$ cat src/rtl/gp_sram_ctrl.sv
`default_nettype none
// ============================================================================
// Module      : gp_sram_ctrl
// Description : Request-to-SRAM bridge for the gp_engine AHB slave.
//               Requests are queued in a small in-order FIFO. Each request
//               is issued to a synchronous single-port SRAM with a fixed
//               read latency. Read data goes back to the slave as a
//               one-cycle pulse. Accesses outside the SRAM are flagged on
//               o_err and never reach the SRAM. Reads that are out of range
//               still complete, returning zero, so the bus cannot hang.
// Revision    : 1.0 - initial release
// ----------------------------------------------------------------------------
// Ports
//   i_clk_ahb    in   1           clock
//   i_rstn_ahb   in   1           asynchronous active-low reset
//   i_valid      in   1           request valid
//   i_rd0_wr1    in   1           request type (0 read, 1 write)
//   i_addr       in   ADDR_WIDTH  byte address
//   i_wr_data    in   DATA_WIDTH  write data
//   o_ready      out  1           request accept (FIFO not full)
//   o_rd_valid   out  1           read-data pulse
//   o_rd_data    out  DATA_WIDTH  read data, held between pulses
//   o_mem_cs     out  1           SRAM chip select
//   o_mem_we     out  1           SRAM write enable
//   o_mem_addr   out  MEM_AW      SRAM word address
//   o_mem_wdata  out  DATA_WIDTH  SRAM write data
//   i_mem_rdata  in   DATA_WIDTH  SRAM read data (RD_LAT after read cs)
//   o_err        out  1           out-of-range pulse in the issue cycle
//   o_busy       out  1           FIFO non-empty or read outstanding
// ============================================================================
module gp_sram_ctrl #(
  parameter int DATA_WIDTH = 32,
  parameter int ADDR_WIDTH = 32,
  parameter int MEM_AW     = 10,
  parameter int FIFO_DEPTH = 2,
  parameter int RD_LAT     = 1
) (
  input  logic                  i_clk_ahb,
  input  logic                  i_rstn_ahb,
  input  logic                  i_valid,
  input  logic                  i_rd0_wr1,
  input  logic [ADDR_WIDTH-1:0] i_addr,
  input  logic [DATA_WIDTH-1:0] i_wr_data,
  output logic                  o_ready,
  output logic                  o_rd_valid,
  output logic [DATA_WIDTH-1:0] o_rd_data,
  output logic                  o_mem_cs,
  output logic                  o_mem_we,
  output logic [MEM_AW-1:0]     o_mem_addr,
  output logic [DATA_WIDTH-1:0] o_mem_wdata,
  input  logic [DATA_WIDTH-1:0] i_mem_rdata,
  output logic                  o_err,
  output logic                  o_busy
);

  localparam int PW = $clog2(FIFO_DEPTH);
  localparam int CW = PW + 1;
  localparam int LW = $clog2(RD_LAT + 1);
  localparam logic [CW-1:0] FULL_CNT = CW'(FIFO_DEPTH);
  localparam logic [LW-1:0] LAT_LOAD = LW'(RD_LAT);

  typedef enum logic [0:0] {
    S_IDLE    = 1'b0,
    S_RD_WAIT = 1'b1
  } state_t;

  // --------------------------------------------------------------------------
  // Request FIFO
  // --------------------------------------------------------------------------
  logic                  fifo_wr_q   [FIFO_DEPTH];
  logic [ADDR_WIDTH-1:0] fifo_addr_q [FIFO_DEPTH];
  logic [DATA_WIDTH-1:0] fifo_data_q [FIFO_DEPTH];
  logic [PW-1:0]         wr_ptr_q, rd_ptr_q;
  logic [CW-1:0]         count_q, count_d;

  logic                  push;
  logic                  pop;
  logic                  head_wr;
  logic [ADDR_WIDTH-1:0] head_addr;
  logic [DATA_WIDTH-1:0] head_data;
  logic                  head_oor;
  logic                  addr_lsb_unused;

  // Ready comes only from the registered count, so a pop in the same cycle
  // never opens a slot early.
  assign o_ready = (count_q != FULL_CNT);
  assign push    = i_valid && o_ready;

  assign head_wr   = fifo_wr_q[rd_ptr_q];
  assign head_addr = fifo_addr_q[rd_ptr_q];
  assign head_data = fifo_data_q[rd_ptr_q];

  // Byte offset within a word has no meaning to the SRAM.
  assign addr_lsb_unused = ^head_addr[1:0];

  generate
    if (ADDR_WIDTH > MEM_AW + 2) begin : g_oor_chk
      assign head_oor = |head_addr[ADDR_WIDTH-1:MEM_AW+2];
    end else begin : g_no_oor_chk
      assign head_oor = 1'b0;
    end
  endgenerate

  always_ff @(posedge i_clk_ahb) begin
    if (push) begin
      fifo_wr_q[wr_ptr_q]   <= i_rd0_wr1;
      fifo_addr_q[wr_ptr_q] <= i_addr;
      fifo_data_q[wr_ptr_q] <= i_wr_data;
    end
  end

  always_comb begin
    count_d = count_q;
    case ({push, pop})
      2'b10:   count_d = count_q + CW'(1);
      2'b01:   count_d = count_q - CW'(1);
      default: count_d = count_q;
    endcase
  end

  always_ff @(posedge i_clk_ahb or negedge i_rstn_ahb) begin
    if (!i_rstn_ahb) begin
      wr_ptr_q <= '0;
      rd_ptr_q <= '0;
      count_q  <= '0;
    end else begin
      if (push) wr_ptr_q <= wr_ptr_q + PW'(1);
      if (pop)  rd_ptr_q <= rd_ptr_q + PW'(1);
      count_q <= count_d;
    end
  end

  // --------------------------------------------------------------------------
  // Issue / read-wait FSM
  // --------------------------------------------------------------------------
  state_t                state_q, state_d;
  logic [LW-1:0]         lat_q, lat_d;
  logic                  rd_oor_q, rd_oor_d;
  logic                  rd_valid_q, rd_valid_d;
  logic [DATA_WIDTH-1:0] rd_data_q, rd_data_d;
  logic [MEM_AW-1:0]     mem_addr_q, mem_addr_d;
  logic [DATA_WIDTH-1:0] mem_wdata_q, mem_wdata_d;
  logic                  mem_cs;
  logic                  err;

  always_comb begin
    state_d     = state_q;
    lat_d       = lat_q;
    rd_oor_d    = rd_oor_q;
    rd_valid_d  = 1'b0;
    rd_data_d   = rd_data_q;
    mem_addr_d  = mem_addr_q;
    mem_wdata_d = mem_wdata_q;
    pop         = 1'b0;
    mem_cs      = 1'b0;
    err         = 1'b0;
    case (state_q)
      S_IDLE: begin
        if (count_q != '0) begin
          pop    = 1'b1;
          mem_cs = !head_oor;
          err    = head_oor;
          // SRAM address/data pins only move on a real access and hold
          // otherwise, so the _d value doubles as the pin value.
          if (!head_oor) begin
            mem_addr_d  = head_addr[MEM_AW+1:2];
            mem_wdata_d = head_data;
          end
          if (!head_wr) begin
            state_d  = S_RD_WAIT;
            lat_d    = LAT_LOAD;
            rd_oor_d = head_oor;
          end
        end
      end
      S_RD_WAIT: begin
        if (lat_q == LW'(1)) begin
          rd_valid_d = 1'b1;
          // An out-of-range read never touched the SRAM; return zero.
          rd_data_d  = rd_oor_q ? '0 : i_mem_rdata;
          state_d    = S_IDLE;
        end else begin
          lat_d = lat_q - LW'(1);
        end
      end
      default: state_d = S_IDLE;
    endcase
  end

  always_ff @(posedge i_clk_ahb or negedge i_rstn_ahb) begin
    if (!i_rstn_ahb) begin
      state_q     <= S_IDLE;
      lat_q       <= '0;
      rd_oor_q    <= 1'b0;
      rd_valid_q  <= 1'b0;
      rd_data_q   <= '0;
      mem_addr_q  <= '0;
      mem_wdata_q <= '0;
    end else begin
      state_q     <= state_d;
      lat_q       <= lat_d;
      rd_oor_q    <= rd_oor_d;
      rd_valid_q  <= rd_valid_d;
      rd_data_q   <= rd_data_d;
      mem_addr_q  <= mem_addr_d;
      mem_wdata_q <= mem_wdata_d;
    end
  end

  assign o_mem_cs    = mem_cs;
  assign o_mem_we    = mem_cs && head_wr;
  assign o_mem_addr  = mem_addr_d;
  assign o_mem_wdata = mem_wdata_d;
  assign o_err       = err;
  assign o_rd_valid  = rd_valid_q;
  assign o_rd_data   = rd_data_q;
  assign o_busy      = (count_q != '0) || (state_q == S_RD_WAIT);

endmodule
`default_nettype wire
$ cat config.mk
export PLATFORM = sky130hd
export DESIGN_NAME = gp_sram_ctrl
export DESIGN_NICKNAME = d
export VERILOG_FILES = /design/src/rtl/gp_sram_ctrl.sv
export SDC_FILE = /design/constraint.sdc
export NUM_CORES = 1
export LEC_CHECK = 0
export CAP_MARGIN = 5
export CELL_PAD_IN_SITES_DETAIL_PLACEMENT = 1
export CELL_PAD_IN_SITES_GLOBAL_PLACEMENT = 2
export CORE_MARGIN = 5
export CORE_UTILIZATION = 35
export DETAILED_ROUTE_END_ITERATION = 7
export GPL_ROUTABILITY_DRIVEN = 0
export PLACE_DENSITY = 0.8
export SETUP_SLACK_MARGIN = 0.2
export SYNTH_ARGS = -nofsm -noshare
export SYNTH_HDL_FRONTEND = slang
export SYNTH_SLANG_ARGS = --single-unit
export TNS_END_PERCENT = 5
$ cat constraint.sdc
create_clock -name i_clk_ahb -period 4.4 [get_ports i_clk_ahb]
set_input_delay 0.44 -clock i_clk_ahb [delete_from_list [all_inputs] [get_ports i_clk_ahb]]
set_output_delay 0.44 -clock i_clk_ahb [all_outputs]
set_load 0.01 [all_outputs]
==> summary.md <==
| Metric | Value |
|---|---|
| Hold_buf cts | 1 |
| Post-route minimum period | between 3 and 4 ns |
| Crit path launch type | flip-flop |
| Status | finished, final reports clean |
| Max Cap Violations | 0 |
| Netlist Area Pre-Place | about 8000 sq um |
| Die Y | 160 um |
| Nets | 754 |
| Largest cells by area after synthesis | edfxtp_1 (48%), dfrtp_1 (26%), mux2_4 (7.6%) |
| CTS Buf Count | 23 |
| Number of global-route vias before repair | approximately 5200 |
| Ports | 180 |
| Drt initial violations | approximately 190 |
| Critical Path AT | roughly 3.2 ns |
| Root Buffer | clkbuf_16 |
| Rel. slew slack | between 30% and 40% |
| Slew Limit Fails | 0 |
| Register area share after synthesis | around 74% |
| Area growth from synthesis to layout | 35.5% |
| Worst setup margin | about 0.74 ns |
| Mapped Nets | 567 |
| Area share of the largest cell type after synthesis | 47.9% |
| Slew @ Worst Pin | between 0.9 and 1 ns |
| Clock slew at reported path FFs | 0.06 ns |
| H-tree Lvls | 1 |
| Ys Warns | 0 |
| Worst skew pair latency | 0.49 ns |
| Die area | 25700 sq um |
| Sum Neg Setup Slack | 0 ns |
| Synthesized area per cell | approximately 17 sq um |
| Final setup viols | 0 |
| Worst vdd ir | between 0.2 and 0.3 mV |
| Hold WC Path Type | in -> async |
| Pleak | about 0.0040 uW |
| P per Cell Area | around 550 nW/um^2 |
| R2r startpoint | rd_ptr_q |
| I/O Buffers | between 150 and 200 |
| Post-CTS setup buffer count | 0 |
| Hpwl dp | around 12000 um |
| Post-cts gate resize count | 0 |
| Wirelength, routed | approximately 18000 um |
| DR vias | 4500 |
| Fin crit share | between 80% and 90% |
| Core area | around 22000 sq um |
| CTS tree | done |
| Gr usage total | 13.9% |
| DR WL/cell | about 19 um |
| Final ANT Viol Nets | 0 |
| Setup WS pre-CTS | roughly 1.2 ns |
| Flop and latch count out of synthesis | 208 |
| Largest net degree at the start of global routing | 66 |
| Async S/R FF share, synth | between 30% and 40% |
| Launch point of the worst path | rd_ptr_q |
| Drt first pass iters | 4 |
| Unrepaired setup endpoints after global routing | false |
| Core Rows | 55 |
| CTS Sinks | ~210 |
| DRC Markers | 0 |
| Type of the worst setup path | reg -> out |
| Die width | about 160 um |
| Global-route wire length before repair | approximately 29000 um |
| Max Freq | between 0.2 and 0.3 GHz |
| Post-synth cell types | 29 |
| Longest Clk Path Bufs | 3 |
| Initial Util | between 30% and 40% |
| Worst EP required | ~4.0 ns |
| Gr ovfl total | 0 |
| DR vias/cell | 4.71 |
| Number of flops mapped to enable cells by yosys | approximately 130 |
| Antenna violations before repair | 3 |
| Layout Skew | about 0.012 ns |
| CP Capture Type | primary output |
| Top FF cell, synth | edfxtp_1 |
| Final Hold Fails | 0 |
| Worst-path maximum fanout | between 40 and 50 |
| Layout cells sized above 1 | between 10% and 20% |
| Most common cell in the synthesized netlist | edfxtp_1 |
| Largest area contributor in the netlist | edfxtp_1 |
| Most common library cells after synthesis | edfxtp_1 (126), dfrtp_1 (82), mux2_2 (45) |
| Cells after synthesis | roughly 470 |
## routing by layer
layer	up-vias	wire length, um	part of all wire (%)	global-route usage (%)
met5	-	28	0.15	0
met2	138	8820	48	23.7
li1	2092	-	-	-
met1	2235	7730	42	17.4
met4	6	228	1.2	2.70
met3	29	1440	7.9	4.80
## cells in the final DEF, fill, tap and decap left out, drive strengths merged
cell	instances
and2	1
and3	1
buf	5
bufinv	2
clkbuf	37
clkdlybuf4s50	176
clkinv	2
dfrtp	82
diode	2
dlygate4sd3	1
edfxtp	126
ha	1
inv	2
mux2	85
nand2	36
nand2b	33
nand3	2
nand4	4
nor2	9
nor2b	1
nor3	5
nor4	14
o21ai	33
o32ai	2
o41ai	1
or2	1
or3	2
xnor2	3
xor2	2
## cell type report
class                   count  area [sq um]
multi-input cells         236          1960
fillers                  2183         11700
clock buffers              37           638
clock inverters             4          68.8
flip-flops and latches    208          5840
inverters                   2          7.51
well taps                 285           357
repair buffers            182          1830
diodes                      2          5.00
## path summary, 6_finish.rpt
kind | to | slack (ns) | cells past startpoint
worst max-delay path | o_mem_wdata[7] | 0.74 | 6
worst min-delay path | o_rd_data[14] | 0.48 | 2
worst max register to register | mem_wdata_q[7] | 2.03 | 5
worst min register to register | o_rd_data[2] | 0.48 | 2
max in group asynchronous | o_rd_data[18] | 2.88 | 3
min in group i_clk_ahb | o_rd_data[2] | 0.48 | 2
## registers in the layout, indices dropped and copies added, names as in the netlist
| signal | flops |
|---|---|
| lat_q | 1 |
| fifo_wr_q | 2 |
| o_rd_valid | 1 |
| rd_ptr_q | 1 |
| wr_ptr_q | 1 |
| o_rd_data | 32 |
| state_q | 1 |
| mem_addr_q | 10 |
| fifo_addr_q | 60 |
| mem_wdata_q | 32 |
| fifo_data_q | 64 |
| rd_oor_q | 1 |
| count_q | 2 |
## metrics by stage
stage,instances,cell area [sq um],power (uW),utilization (%),hold WS [ns]
finish,956,10700,5890,47.7,0.481
global placement,912,9980,4070,44.5,0.463
global route,954,10700,6250,47.7,0.500
detailed placement,912,9980,4160,44.5,0.471
floorplan,466,7900,3540,-,0.144
CTS,954,10700,6030,47.7,0.485
## cell families (layout without fill, tap and decap cells)
family,count (synthesis),in the layout,synth area share [%]
and+or+nand+nor,109,109,7.17
other,0,2,0
adders and majority gates,1,1,0.158
DFF,208,208,73.9
buffers and inverters,22,225,1.57
xor gates and xnor gates,5,5,0.554
muxes,85,85,14.0
AOI/OAI and AO/OA,36,36,2.66
## critical path: stages, from the launching register on
cell	delay, ns
dfrtp_2	0.60
nor4_2	0.39
nand2_1	0.16
o32ai_4	0.31
buf_12	0.37
mux2_2	0.39
clkdlybuf4s50_1	0.48
## report_power, final
group	switching, uW	internal [uW]
logic	660	656
clock network	712	1100
registers	225	2540
total	1600	4300
(Power assumes the default switching activity.)
